--- config.mk ---
export PLATFORM = sky130hd
export DESIGN_NAME = capture_write_ctrl
export DESIGN_NICKNAME = d
export VERILOG_FILES = /design/src/rtl/capture_write_ctrl.sv
export SDC_FILE = /design/constraint.sdc
export NUM_CORES = 1
export LEC_CHECK = 0
export CAP_MARGIN = 10
export CORE_AREA = 2 2 76 114
export CTS_CLUSTER_DIAMETER = 50
export CTS_CLUSTER_SIZE = 16
export DETAILED_ROUTE_END_ITERATION = 10
export DIE_AREA = 0 0 78 116
export HOLD_SLACK_MARGIN = 0.1
export PLACE_DENSITY = 0.84
export SKIP_LAST_GASP = 1
export SLEW_MARGIN = 10
export SYNTH_ARGS = -nofsm -noshare
export SYNTH_HDL_FRONTEND = slang
export SYNTH_SLANG_ARGS = --single-unit
--- constraint.sdc ---
create_clock -name clk -period 7.85 [get_ports clk]
set_input_delay 1.57 -clock clk [delete_from_list [all_inputs] [get_ports clk]]
set_output_delay 1.57 -clock clk [all_outputs]
set_load 0.005 [all_outputs]
--- src/rtl/capture_write_ctrl.sv ---
// capture_write_ctrl: circular sample-RAM write controller driven by the analyzer FSM state; optional PRETRIG_ARM_EN gates triggers on pre-trigger fill
module capture_write_ctrl #(
  parameter int DATA_W = 32,
  parameter int ADDR_W = 12,
  parameter int PAGE_W = 4
) (
  input  logic              clk,
  input  logic              reset,
  input  logic              idle,
  input  logic              pre_trigger,
  input  logic              post_trigger,
  input  logic              sample_valid,
  input  logic [DATA_W-1:0] sample_in,
  input  logic              trigger_hit,
  input  logic [ADDR_W-1:0] post_count,
  input  logic [ADDR_W-1:0] pre_depth,
  output logic              wr_en,
  output logic [ADDR_W-1:0] wr_addr,
  output logic [DATA_W-1:0] wr_data,
  output logic              saw_trigger,
  output logic              page_full,
  output logic              complete,
  output logic [ADDR_W-1:0] trigger_addr,
  output logic              wrapped
);
  logic [ADDR_W-1:0] ptr_q, ptr_d, ptr_e, wr_addr_q, wr_addr_d, trig_q, trig_d, post_left_q, post_left_d;
  logic [DATA_W-1:0] wr_data_q, wr_data_d;
  logic [ADDR_W:0]   fill_q, fill_d, fill_e;
  logic wr_en_q, wr_en_d, complete_q, complete_d, wrapped_q, wrapped_d, wrapped_e;
  logic done_q, done_d, done_e, pre_q, arm, accept, armed, finish;
`ifdef PRETRIG_ARM_EN
  assign armed = fill_e >= {1'b0, pre_depth};
`else
  logic unused_pre_depth;
  assign unused_pre_depth = ^pre_depth;
  assign armed = 1'b1;
`endif
  assign saw_trigger  = pre_trigger & trigger_hit & armed;
  assign page_full    = ptr_q[PAGE_W-1:0] == '0;
  assign wr_en        = wr_en_q;
  assign wr_addr      = wr_addr_q;
  assign wr_data      = wr_data_q;
  assign complete     = complete_q;
  assign trigger_addr = trig_q;
  assign wrapped      = wrapped_q;
  // Arm restarts the buffer in the same cycle; an exhausted post count blocks writes so post_count=0 writes nothing
  always_comb begin
    arm         = pre_trigger & ~pre_q;
    ptr_e       = arm ? '0 : ptr_q;
    fill_e      = arm ? '0 : fill_q;
    done_e      = arm ? 1'b0 : done_q;
    wrapped_e   = arm ? 1'b0 : wrapped_q;
    accept      = sample_valid & ~done_e & (pre_trigger | (post_trigger & post_left_q != '0));
    finish      = post_trigger & ~done_e & (post_left_q == '0 | (accept & post_left_q == ADDR_W'(1)));
    ptr_d       = accept ? ptr_e + ADDR_W'(1) : ptr_e;
    wrapped_d   = wrapped_e | (accept & (&ptr_e));
    fill_d      = fill_e + {{ADDR_W{1'b0}}, accept & ~fill_e[ADDR_W]};
    wr_en_d     = accept;
    wr_addr_d   = accept ? ptr_e : wr_addr_q;
    wr_data_d   = accept ? sample_in : wr_data_q;
    complete_d  = finish;
    done_d      = idle ? 1'b0 : (done_e | finish);
    post_left_d = idle ? '0 : saw_trigger ? post_count : (accept & post_trigger) ? post_left_q - ADDR_W'(1) : post_left_q;
    trig_d      = saw_trigger ? ptr_e + {{(ADDR_W-1){1'b0}}, accept} : trig_q;
  end
  // State registers; reset drops any pending write
  always_ff @(posedge clk) begin
    if (reset) begin
      ptr_q <= '0; wr_addr_q <= '0; trig_q <= '0; post_left_q <= '0; wr_data_q <= '0; fill_q <= '0;
      wr_en_q <= 1'b0; complete_q <= 1'b0; wrapped_q <= 1'b0; done_q <= 1'b0; pre_q <= 1'b0;
    end else begin
      ptr_q <= ptr_d; wr_addr_q <= wr_addr_d; trig_q <= trig_d; post_left_q <= post_left_d; wr_data_q <= wr_data_d; fill_q <= fill_d;
      wr_en_q <= wr_en_d; complete_q <= complete_d; wrapped_q <= wrapped_d; done_q <= done_d; pre_q <= pre_trigger;
    end
  end
endmodule

Word level (Yosys, flattened, before mapping)

Index checks and enable logic that the tools add are counted.

Bits in registers: 85
Latch bits: 0
Memory bits (writable): 0
ROM bits: 0
Output and inout port bits: 61
Logic and storage cells: 42
Memories kept: 0

Add/sub/neg operators: 3
Multiply operators: 0
Div/mod/pow operators: 0
$lt $le $gt $ge: 0
Equality and inequality tests: 1
Shift-type cells: 0
Muxes and demuxes: 6
Bitwise logic cells: 16
Reduce and logical (&&, ||, !) cells: 6

Operator list:

| operator                | number |
|---|---|
| $mux W12                | 4 |
| $add A12 B1 Y12         | 1 |
| $add A12 B1 Y12 const B | 1 |
| $eq A12 B1 Y1 const B   | 1 |
| $logic_not A12 Y1       | 1 |
| $reduce_and A12 Y1      | 1 |
| $reduce_bool A12 Y1     | 1 |
| $sub A12 B1 Y12 const B | 1 |
| $and A1 B1 Y1           | 10 |
| $logic_not A4 Y1        | 1 |
| $or A1 B1 Y1            | 4 |
| $mux W1                 | 2 |
| $not A1 Y1              | 2 |
| $reduce_bool A2 Y1      | 1 |
| $reduce_or A2 Y1        | 1 |

Logic depth before layout (Yosys ltp)

Word-level depth: 10
Depth in mapped cells: 13

Worst setup path before layout

No wires, ideal clock.

Path type: input -> register
Start point: in pre_trigger
End point: reg trig_q[9], in the netlist trigger_addr[9]
Arrival time: 3,997 ps
Data required time: 7,759 ps
Slack: 3,762 ps
Cell stages on the path: 12
Path buffers: 4
Cell sequence: buf_2 -> nor2b_1 -> buf_2 -> o21ai_0 -> clkbuf_1 -> clkbuf_1 -> nor2_1 -> ha_1 -> nand3_1 -> or4_1 -> or4_1 -> a311oi_1

Word-level cells in the longest chain between the ends: 6

Ends and longest elaborated chain:

| item                   | line | text |
|---|---|---|
| start: declaration     | 10   | `input logic pre_trigger,` |
| $and A1 B1 Y1          | 48   | `arm = pre_trigger & ~pre_q;` |
| $mux W1                | 51   | `done_e = arm ? 1'b0 : done_q;` |
| $not A1 Y1             | 53   | `accept = sample_valid & ~done_e & (pre_trigger \| (post_trigger & post_left_q != '0));` |
| $and A1 B1 Y1          | 53   |  |
| $and A1 B1 Y1 *        | 53   |  |
| named net accept       | 30   | `logic done_q, done_d, done_e, pre_q, arm, accept, armed, finish;` |
| $add A12 B1 Y12 *      | 64   | `trig_d = saw_trigger ? ptr_e + {{(ADDR_W-1){1'b0}}, accept} : trig_q;` |
| end signal: assignment | 72   | `ptr_q <= ptr_d; wr_addr_q <= wr_addr_d; trig_q <= trig_d; post_left_q <= post_left_d; wr_data_q <= wr_data_d; ...` |
| end: declaration       | 26   | `logic [ADDR_W-1:0] ptr_q, ptr_d, ptr_e, wr_addr_q, wr_addr_d, trig_q, trig_d, post_left_q, post_left_d;` |

The timed path passes the listed nets; every way through them passes the cells marked *.
A chain may end at the register's enable or synchronous reset.

Final worst setup path

Start point: in pre_trigger
End point: out saw_trigger

Word-level cells in the longest chain between the ends: 1

Ends and longest elaborated chain:

| item             | line | text |
|---|---|---|
| $and A1 B1 Y1    | 38   | `assign saw_trigger = pre_trigger & trigger_hit & armed;` |
| end: declaration | 20   | `output logic saw_trigger,` |

Every way passes these cells.

==> metrics.md <==
| Metric | Value |
|---|---|
| Busiest grt layer | `met2` |
| Top cells by area, synth | `dfxtp_1 43%, a21oi_1 7.0%, o21ai_0 6.7%, nand3_1 5.7%, clkbuf_1 2.8%` |
| Avg Inst Size Synth | `8.22 µm²` |
| Skew-Pair Late Insertion Delay | `0.34 ns` |
| Relative slew slack | `0.478` |
| I/O Buffers | `around 110` |
| Die width | `around 78 µm` |
| Htree depth | `3` |
| CTS tree | `yes` |
| Via count | `~4,000` |
| Pin count of the biggest net entering global routing | `about 80` |
| Vias per std cell | `between 6 and 7` |
| Fmax | `around 200 MHz` |
| EDFF count, synth | `0` |
| Worst hold path type | `flop to flop` |
| 1st-iter DRT viols | `between 300 and 400` |
| Detailed placement HPWL | `about 7300 µm` |
| M1 GR Usage | `0.286` |
| Endpoints failing setup | `0` |
| Synth Area in Compound Gates | `0.239` |
| GRT Residual Overflow | `0` |
| Drt pass-1 iters | `4` |
| Yosys reg bits | `between 80 and 90` |
| Number of standard cells after synthesis | `about 480` |
| Post_cts resized | `0` |
| DP Area | `between 5000 and 6000 µm²` |
| Slew @ Worst Pin | `slightly below 0.8 ns` |
| Area grow syn2layout | `36.9%` |
| RR Startpoint | `done_q` |
| CP arrival | `3.40 ns` |
| Min Hold Slack | `between 0.4 and 0.5 ns` |
| Register area share after synthesis | `0.431` |
| Post-route ant nets | `0` |
| Row count | `40` |
| # diodes | `0` |
| Final period utilization | `0.633` |
| CP max FO | `19` |
| Pwr dens | `210 nW/µm²` |
| Post-route insts no fill | `between 600 and 700` |
| Multi-input logic area | `around 2000 µm²` |
| Final Hold Violating Endpoints | `0` |
| Synthesized area | `a little under 4000 µm²` |
| Crit path time final | `around 5.0 ns` |
| Post-Place Cells | `between 600 and 700` |
| Setup repair after global routing missed its margin | `false` |
| DRC viols | `0` |
| # IOs | `~120` |
| Fillers | `between 600 and 700` |
| Power Total | `about 1.1 mW` |
| Max clock buf depth | `2` |
| Clock skew | `around 0.0050 ns` |
| Count of cell types in the netlist | `55` |
| Crit Path Category | `input port to output port` |
| Main flop type after synthesis | `dfxtp_1` |
| Sequential Area | `about 1700 µm²` |
| Adder-Cell Fraction of Synth Area | `0.0158` |
| Post-CTS Setup Repair Bufs | `0` |
| Initial antenna violation count | `0` |
| Mapped Nets | `roughly 550` |
| Layout Nets | `635` |
| Setup crit start kind | `input port` |
| Simple-gate share of the synthesized area | `0.233` |
| CP endpoint kind | `output port` |
| Full die area | `around 9000 µm²` |
| Cell taking the most area after synthesis | `dfxtp_1` |
| Max VDD drop | `156 µV` |
| TritonCTS Buffers | `9` |
| Core Area | `~8000 µm²` |
| YS warnings | `0` |
| Total track usage | `0.252` |
| FFs w/ async S/R, synth | `0` |
| Final core utilization | `0.676` |
| Largest family of logic cells by synthesized area | `compound AO/OA/AOI/OAI gates` |
| Mux contribution to synthesized area | `0.0136` |
| CTS Root Cell | `clkbuf_16` |
| Required @ worst endpoint | `approximately 6.3 ns` |
| Leakage dissipation | `~1.9 nW` |
| Commonest non-fill, non-tap cell in the layout | `clkdlybuf4s50_1` |
| Setup_tns | `0 ns` |
| Final worst slack | `about 2.9 ns` |
| Final Cell Area | `5410 µm²` |
| DR WL/cell | `approximately 17 µm` |
| DP Worst Slack | `~2.9 ns` |
| Num Clock Sinks | `85` |
| Fraction of layout cells with a size suffix above 1 | `0.0594` |
| Synth top area share | `0.431` |
| Vias in the first global route | `3,855` |
| Gp weighted congestion | `slightly above 0.9` |
| Hold Crit Start | `trigger_addr[5]` |
| Die height | `between 100 and 150 µm` |
| Met3 GRT Util | `0.0623` |
| Global-route wire length before repair | `18,300 µm` |
| Final number of max-transition violations | `0` |
| Initial core utilization | `0.494` |
| Commonest cells after routing, fill and taps aside | `110 x clkdlybuf4s50_1, 85 x dfxtp_1, 55 x a21oi_1` |
| Met2 Use GR | `0.436` |
| Final WL | `between 10,000 and 15,000 µm` |
| Worst-path clk slew | `roughly 0.06 ns` |
| CTS Hold Buffers Added | `0` |
| Max-cap violations | `0` |
| Status | `complete, no violations` |
| Synth Area in XOR/XNOR | `0.0133` |
| Crit path launch | `pre_trigger` |
layout make-up:
type                            count  area share
Clock buffer                       12      0.0455
Clock inverter                      4      0.0176
Inverter                            9     0.00624
Multi-Input combinational cell    344       0.378
Sequential cell                    85       0.314
Tap cell                          105      0.0243
Timing Repair Buffer              118       0.214
power breakdown:
part | internal (mW) | switching [mW] | total [mW]
Sequential | 0.452 | 0.0119 | 0.464
Combinational | 0.0835 | 0.0999 | 0.183
Clock | 0.319 | 0.168 | 0.487
worst max-delay path, cell delays in order:
cell             delay (ns)
clkdlybuf4s50_1        0.60
nand2_1                0.18
clkinv_1               0.44
clkdlybuf4s50_1        0.61
flip-flops by register name, summed over array words and instances, names as in the netlist:
name and cells:
trigger_addr 12, wr_data 32, complete 1, wr_en 1, wrapped 1, post_left_q 12, done_q 1, ptr_q 12
wr_addr 12, pre_q 1
final timing paths:
check	end	slack (ns)	depth (start not counted)
worst max-delay path	saw_trigger	2.88	4
worst min-delay path	trigger_addr[5]	0.45	2
worst min register to register	trigger_addr[5]	0.45	2
worst max register to register	trigger_addr[9]	5.00	9
cells by family (layout without fill, tap and decap cells):
logic type,count (synthesis),after routing
xor+xnor,6,6
fa+ha+maj,5,5
buf+inv,52,143
compound gates,161,161
simple gates,167,167
mux,5,5
flops,85,85
layer usage:
layer	vias up	routed length [µm]
met5	-	0
li1	1959	-
met1	1954	4290
met2	165	5920
met4	0	348
met3	32	744
synthesized netlist by cell type (3+ instances only):
library cell / count
and3_1: 4
nor3_1: 10
or4_1: 14
o21ai_0: 53
a31oi_1: 7
a211oi_1: 5
buf_2: 5
mux2_2: 3
dfxtp_1: 85
o21ai_1: 6
nand3_1: 45
buf_1: 5
nand2_1: 24
inv_1: 8
nor4_1: 9
o211ai_1: 5
and2_1: 3
nor2_1: 21
nand4_1: 12
or3_1: 10
clkbuf_1: 30
xnor2_1: 6
nor2b_1: 3
a21oi_1: 55
ha_1: 5
o31ai_1: 5
o211a_1: 3
(Power assumes the default switching activity.)
